--- config.mk ---
export PLATFORM = sky130hd
export DESIGN_NAME = flush_sequencer
export DESIGN_NICKNAME = d
export VERILOG_FILES = /design/src/rtl/flush_sequencer.sv
export SDC_FILE = /design/constraint.sdc
export NUM_CORES = 1
export LEC_CHECK = 0
export ABC_AREA = 1
export CORE_MARGIN = 2
export CORE_UTILIZATION = 43
export DETAILED_ROUTE_END_ITERATION = 16
export PLACE_DENSITY = 0.82
export SLEW_MARGIN = 20
export SYNTH_ARGS = -nofsm -noshare
export SYNTH_HDL_FRONTEND = slang
export SYNTH_SLANG_ARGS = --single-unit
--- constraint.sdc ---
create_clock -name clk_i -period 2.05 [get_ports clk_i]
set_clock_uncertainty 0.1 [all_clocks]
set_input_delay 0.615 -clock clk_i [delete_from_list [all_inputs] [get_ports clk_i]]
set_output_delay 0.615 -clock clk_i [all_outputs]
set_load 0.005 [all_outputs]
--- src/rtl/flush_sequencer.sv ---
// flush_sequencer: pipeline flush strobes plus multi-channel data-cache write-back flush
// sequencing with per-channel ack tracking, single pending fence and timeout abort.
module flush_sequencer #(
  parameter int unsigned          NR_CACHES      = 2,
  parameter logic [NR_CACHES-1:0] WB_MASK        = 'b01,
  parameter int unsigned          TIMEOUT_CYCLES = 1024,
  parameter int unsigned          CNT_W          = $clog2(TIMEOUT_CYCLES + 1)
) (
  input  logic                 clk_i,
  input  logic                 rst_ni,
  input  logic                 mispredict_i,
  input  logic                 fence_i,
  input  logic                 fence_i_i,
  input  logic                 sfence_vma_i,
  input  logic                 flush_csr_i,
  input  logic                 flush_commit_i,
  input  logic                 ex_valid_i,
  input  logic                 eret_i,
  input  logic                 set_debug_pc_i,
  input  logic                 halt_csr_i,
  input  logic [NR_CACHES-1:0] flush_cache_ack_i,
  output logic                 set_pc_commit_o,
  output logic                 flush_if_o,
  output logic                 flush_unissued_instr_o,
  output logic                 flush_id_o,
  output logic                 flush_ex_o,
  output logic                 flush_bp_o,
  output logic                 flush_icache_o,
  output logic                 flush_tlb_o,
  output logic [NR_CACHES-1:0] flush_cache_o,
  output logic                 halt_o,
  output logic                 fence_busy_o,
  output logic                 flush_timeout_o
);
  localparam int unsigned CW = (CNT_W > 0) ? CNT_W : 1;

  typedef enum logic {IDLE, BUSY} state_e;

  state_e               state_q, state_d;
  logic [NR_CACHES-1:0] fc_q, fc_d, ack_q, ack_d, acc;
  logic [CW-1:0]        cnt_q, cnt_d;
  logic                 pend_q, pend_d, to_q, to_d;
  logic                 fence, done, expire, trap, sync;

  assign trap = ex_valid_i | eret_i | set_debug_pc_i;
  assign sync = fence_i | fence_i_i | sfence_vma_i | flush_csr_i | flush_commit_i;

  // Trap-class flushes redirect the PC themselves, so commit PC+4 is suppressed.
  assign set_pc_commit_o        = sync & ~trap;
  assign flush_if_o             = mispredict_i | sync | trap;
  assign flush_unissued_instr_o = mispredict_i | sync | trap;
  assign flush_id_o             = sync | trap;
  assign flush_ex_o             = sync | trap;
  assign flush_bp_o             = trap;
  assign flush_icache_o         = fence_i_i;
  assign flush_tlb_o            = sfence_vma_i;

  assign flush_cache_o   = fc_q;
  assign fence_busy_o    = (state_q == BUSY);
  assign halt_o          = halt_csr_i | (state_q == BUSY);
  assign flush_timeout_o = to_q;

  always_comb begin
    fence   = fence_i | fence_i_i;
    acc     = flush_cache_ack_i & fc_q;
    done    = ((ack_q | acc) == WB_MASK);
    expire  = (TIMEOUT_CYCLES != 0) && (cnt_q == CW'(TIMEOUT_CYCLES - 1)) && !done;
    state_d = state_q;
    fc_d    = fc_q;
    ack_d   = ack_q;
    cnt_d   = cnt_q;
    pend_d  = pend_q;
    to_d    = 1'b0;
    if (state_q == IDLE) begin
      if (fence && (WB_MASK != '0)) begin
        state_d = BUSY;
        fc_d    = WB_MASK;
        ack_d   = '0;
        cnt_d   = '0;
        pend_d  = 1'b0;
      end
    end else if (done || expire) begin
      // A fence arriving in the finishing cycle counts as pending and restarts the flush.
      to_d    = expire;
      state_d = (pend_q || fence) ? BUSY : IDLE;
      fc_d    = (pend_q || fence) ? WB_MASK : '0;
      ack_d   = '0;
      cnt_d   = '0;
      pend_d  = 1'b0;
    end else begin
      fc_d   = fc_q & ~acc;
      ack_d  = ack_q | acc;
      cnt_d  = cnt_q + CW'(1);
      pend_d = pend_q | fence;
    end
  end

  always_ff @(posedge clk_i or negedge rst_ni) begin
    if (!rst_ni) begin
      state_q <= IDLE;
      fc_q    <= '0;
      ack_q   <= '0;
      cnt_q   <= '0;
      pend_q  <= 1'b0;
      to_q    <= 1'b0;
    end else begin
      state_q <= state_d;
      fc_q    <= fc_d;
      ack_q   <= ack_d;
      cnt_q   <= cnt_d;
      pend_q  <= pend_d;
      to_q    <= to_d;
    end
  end
endmodule
==> results of run 1 <==
-- power breakdown --
part           total [mW]  internal [mW]  switching, mW
combinational       0.436          0.211          0.226
clock               0.179         0.0687          0.110
sequential          0.467          0.416         0.0505
-- sequential cells by signal, indices dropped and copies added (netlist names) --
name and flops:
ack_q 2, cnt_q 11, fence_busy_o 1, flush_cache_o 2, flush_timeout_o 1, pend_q 1
-- cells in the mapped netlist, drive strengths merged --
| cell | count | area share [%] |
|---|---|---|
| a21oi | 3 | 1.5 |
| nand3 | 9 | 6.8 |
| buf | 6 | 4.8 |
| o21ai | 7 | 4.2 |
| a31oi | 1 | 0.61 |
| nand4 | 3 | 1.8 |
| xnor2 | 2 | 1.7 |
| o22ai | 3 | 1.8 |
| inv | 14 | 5.4 |
| a21boi | 1 | 0.73 |
| dfrtp | 18 | 44 |
| or2 | 2 | 1.2 |
| ha | 1 | 1.2 |
| a21o | 1 | 0.73 |
| nor2 | 10 | 4.9 |
| nand2 | 32 | 12 |
| nor3 | 5 | 2.9 |
| xor2 | 4 | 3.4 |
-- repair_timing --
item	4_1_cts	5_1_grt
setup buffers	1	2
endpoints found under the setup margin	9	6
pin swaps	6	4
resized for setup	63	8
-- cell usage in the layout, fill, tap and decap left out, types with 3 or more instances in the layout --
master,count
buf_6,7
o21ai_0,4
nand2_1,30
dfrtp_1,18
clkdlybuf4s50_1,7
nor2_1,6
buf_2,6
nand4_1,3
inv_1,13
nand3_2,6
nand3_1,3
xor2_1,4
clkbuf_4,3
a21oi_1,3
buf_4,13
o22ai_1,3
-- routing by layer --
layer,vias to the layer above,global-route usage (%),wire length [um]
li1,472,-,-
met1,439,23.59,977
met2,23,32.71,1217
met3,9,4.857,100
met4,0,8.547,58
met5,-,0,0
-- cell type report --
| class | instances | area (sq um) |
|---|---|---|
| tap | 28 | 35.03 |
| fill | 177 | 802.0 |
| multi-input combinational | 84 | 509.2 |
| inverter | 14 | 55.05 |
| timing repair buffer | 41 | 359.1 |
| clock buffer | 3 | 22.52 |
| sequential | 18 | 450.4 |
-- path summary, 6_finish.rpt --
kind                                         to  slack [ns]  cells past startpoint
max                                  flush_if_o       -0.04                      5
min                        ack_q[1]$_DFFE_PN0P_        0.44                      2
max reg2reg                cnt_q[7]$_DFFE_PN0P_        0.44                      9
min reg2reg                ack_q[1]$_DFFE_PN0P_        0.44                      2
max in group asynchronous    pend_q$_DFFE_PN0P_        1.12                      2
min in group asynchronous  cnt_q[1]$_DFFE_PN0P_        0.53                      2
-- stage by stage --
stage | TNS (ns) | util (%) | setup WS, ns
after floorplan | 0 | - | 0.03022
after global placement | -4.794 | 62.63 | -0.7210
after detailed placement | -4.920 | 62.63 | -0.7456
after CTS | -0.2222 | 63.59 | -0.07676
after global routing | -0.1618 | 64.09 | -0.08097
final | -0.07424 | 64.09 | -0.03759
-- critical path: stages --
cell	delay, ns
buf_6	0.09
nor3_4	0.20
nand3_2	0.10
or2_4	0.25
buf_6	0.12
-- cells by family after synthesis --
| kind of cell | Yosys count |
|---|---|
| adder cells (fa/ha/maj) | 1 |
| buffers and inverters | 20 |
| AND/OR/NAND/NOR | 61 |
| XOR/XNOR | 6 |
| flip-flops | 18 |
| AO/OA/AOI/OAI | 16 |
==> metrics.txt, run 1 <==
die width ~53 um; Worst Slack Setup Final -0.03759 ns; GRT Total Usage 19.55%; reg2reg start cnt_q[0]$_DFFE_PN0P_; crit path kind input pin to output port; Cells after Synth 122; drt pass-1 iters 4; post-synthesis simple-gate area fraction 29.95%; status finished, violations left; Peak Freq 479.0 MHz; cts hold-fix bufs 0; Inserted Diodes 0; Power Density between 700 and 800 nW/um^2; Max FO, Critical Path 2; first-pass GRT wire length 3939 um; Setup crit start ex_valid_i; IO Pins 27; syn_nets 137; crit share post-route 101.8%; share of layout cells above drive strength 1 ~33%; total chip power 1.082 mW; multiplexer share of the synthesized area 0%; initial antenna violation count 0; number of global-route vias before repair 952; crit path time final 2.088 ns; dpl cell area ~1400 sq um; startpoint types input pin; Worst slew margin 82.77%; Worst EP required 1.33 ns; sequential share of the synthesized area ~44%; post-synthesis xor/xnor area fraction 5.134%; Hold Crit Class flop to flop; total number of vias 943; Peak VDD IR 0.5625 mV; min-delay src ack_q[1]$_DFFE_PN0P_; initial drt markers 15; Synth Area per Inst approximately 8.4 sq um; Final Cell Area around 1400 sq um; Cells after DPL 182; die footprint 2786 sq um; routability cong. 0.8361; synthesized flop and latch total 18; Clock Path Buffers 2; Leakage between 0.6 and 0.7 nW; CTS clk-pin slew, worst paths 0.09 ns; Worst-Margin Slew 0.2565 ns; Final Max Tran Viols 0; failing checks negative setup slack; clock sink count 18; final hold viol count 0; DR DRC count 0; largest net degree at the start of global routing 19; Root Driver clkbuf_4; via/cell ratio 5.016; CTS tree done; remaining antenna violation count 0; Setup violations, final 2; Synth cell types 27; grt ovf 0; Crit path arrival time approximately 1.4 ns; RSZ-0062 raised after global routing yes; complex-gate fraction of the synthesized area under 10%; main combinational cell family by area after synthesis simple AND/OR/NAND/NOR gates; area delta synth->final 39.85%; Setup crit end kind output port; std cell rows 17; count of input and output buffers 26; HPWL after DPL 1833 um; Worst Hold Slack between 0.4 and 0.5 ns; Cell Area, Synth 1023 sq um; CTS H-tree depth 1; Post-Synth Adder-Cell Area 1.222%; wire per inst 12.52 um; total CTS buffers 3; Yosys Warn Count 0; Max-Cap Viols 0; Die Ht 52.79 um; core area 2233 sq um; detailed-route wire length 2354 um; Worst-Skew Late Latency 0.30 ns; final layout net count approximately 180; initial core utilization 45.83%; Final Non-Filler Cells 188
No activity file was read; power rests on OpenSTA's default activity.
==> run 2: changes to the inputs <==
- HOLD_SLACK_MARGIN: default -> 0.1
==> results of run 2 <==
Same layout as run 1: the final DEF is identical, and so are final timing and power.
==> run 3: changes to the inputs <==
- CORE_UTILIZATION: 43 -> 45
- CTS_BUF_LIST: default -> sky130_fd_sc_hd__clkbuf_2 sky130_fd_sc_hd__clkbuf_4 sky130_fd_sc_hd__clkbuf_8
- PLACE_DENSITY: 0.82 -> 0.85
==> run 3 against run 2 <==
Against the previous run: the run still ends with negative setup slack left; clock power rose by 27%; critical path depth decreased by 2; combinational power about the same; via count up 5.4%; worst setup slack lost 0.024 ns; cell area rose by 1.8%; routed wire length grew 16%; worst hold slack better by 0.0027 ns; non-clock buffer count up 3; count of clock-buffer cells in the layout grew 1; first-iteration DRC count rose by 140%; core utilization grew 2.4 points; largest cell class unchanged; largest power group unchanged; highest routed layer unchanged.
==> metrics.txt, run 3 (synthesis results as in run 1) <==
status finished, violations left; failing checks negative setup slack; final hold viol count 0; Crit path arrival time about 1.4 ns; startpoint types input pin; r2r setup slk about 0.36 ns; Setup crit end kind output port; Hold Crit Class flop to flop; share of layout cells above drive strength 1 35.37%; detailed-route wire length 2723 um; initial core utilization 46.72%; via/cell ratio just over 5; HPWL after DPL 1959 um; std cell rows 17; total number of vias 994; Peak Freq 473.6 MHz; Leakage 0.6712 nW; CP endpoint flush_unissued_instr_o; IO Pins 27; CTS clk-pin slew, worst paths between 0.1 and 0.15 ns; initial antenna violation count 0; largest net degree at the start of global routing 19; area delta synth->final 42.42%; Max-Cap Viols 0; Setup crit start mispredict_i; DR DRC count 0; Worst-Margin Slew 0.2890 ns; initial drt markers 36; Worst-Skew Late Latency 0.30 ns; grt ovf 0; dpl cell area approximately 1400 sq um; Setup violations, final 4; Inserted Diodes 0; RSZ-0062 raised after global routing yes; count of input and output buffers 26; die width slightly above 50 um; Power Density 773.3 nW/um^2; Largest stage delay, worst path 0.40 ns; Die Ht a little over 50 um; number of global-route vias before repair roughly 960; first-pass GRT wire length 4146 um; CTS H-tree depth 1; crit path time final ~2.1 ns; clock sink count 18; hold depth 2; Root Driver clkbuf_4; core area roughly 2200 sq um; Finished Core Util 66.53%; most common cell after layout, fill and taps aside nand2_1; drt pass-1 iters 4; CP cell instances clkdlybuf4s50_1 > or2_4 > buf_6; GRT Total Usage 20.90%; reg2reg start cnt_q[0]$_DFFE_PN0P_; Worst EP required 1.33 ns; Final Cell Area 1458 sq um; crit share post-route 103.0%; remaining antenna violation count 0; Clock Path Buffers 2; RR Endpoint cnt_q[9]$_DFFE_PN0P_; Max FO, Critical Path 2; die footprint roughly 2700 sq um; largest register by flop count cnt_q; total chip power 1.127 mW; crit path kind input pin to output port; Worst Hold Slack 0.4404 ns; routability cong. about 0.83; total CTS buffers 3; r2r worst-path depth 9; max FFs per register 11; Peak VDD IR 0.5602 mV; CTS tree done; Worst slew margin between 80% and 90%; wire per inst 14.18 um; Final Max Tran Viols 0; Slowest cell on crit path clkdlybuf4s50_1; Worst Slack Setup Final -0.06157 ns; commonest cells after routing, fill and taps aside nand2_1, dfrtp_1, buf_4, inv_1, clkdlybuf4s50_1; final layout net count 180
run 3: where the power goes:
group / internal (mW) / switching (mW)
Sequential: 0.416 / 0.0500
Clock: 0.108 / 0.118
Combinational: 0.194 / 0.240
Total: 0.719 / 0.408
run 3: final cells by class:
class	count	area [sq um]
sequential	18	450.4
timing repair buffer	44	369.1
clock buffer	4	36.28
tap	28	35.03
multi-input combinational	84	511.7
fill	155	733.2
inverter	14	55.05
run 3: stage by stage:
step / setup WS [ns] / TNS, ns / std cells
2_1_floorplan: 0.03022 / 0 / 122
3_3_place_gp: -0.7029 / -4.840 / 184
3_5_place_dp: -0.7463 / -5.167 / 184
4_1_cts: -0.07867 / -0.1570 / 189
5_1_grt: -0.07592 / -0.3509 / 192
6_report: -0.06157 / -0.2045 / 192
run 3: timing repair:
item                       CTS  global route
setup endpoints to repair    9             5
pin swaps                    6             4
buffers inserted             1             3
hold endpoints to repair     0             0
hold buffers                 0             0
gates resized for setup     65             4
run 3: how the worst min path moves through the flow:
stage                                        to  slack (ns)                  start
after floorplan            ack_q[0]$_DFFE_PN0P_        0.22                 rst_ni
after global placement    cnt_q[10]$_DFFE_PN0P_        0.41  cnt_q[10]$_DFFE_PN0P_
after detailed placement   ack_q[1]$_DFFE_PN0P_        0.43   ack_q[1]$_DFFE_PN0P_
after CTS                  ack_q[1]$_DFFE_PN0P_        0.44   ack_q[1]$_DFFE_PN0P_
after global routing       ack_q[1]$_DFFE_PN0P_        0.46   ack_q[1]$_DFFE_PN0P_
final                      ack_q[1]$_DFFE_PN0P_        0.44   ack_q[1]$_DFFE_PN0P_
run 3: routing by layer:
layer	share of wire, %	track usage [%]	vias to the layer above
met3	4.1	2.874	6
met5	0	0	-
met4	1.1	7.895	0
li1	-	-	474
met2	55	37.82	37
met1	40	25.00	477
run 3: critical path, delay by kind of cell:
family	cells	cell delay, ns
AND/OR/NAND/NOR	1	0.26
buffers and inverters	2	0.52
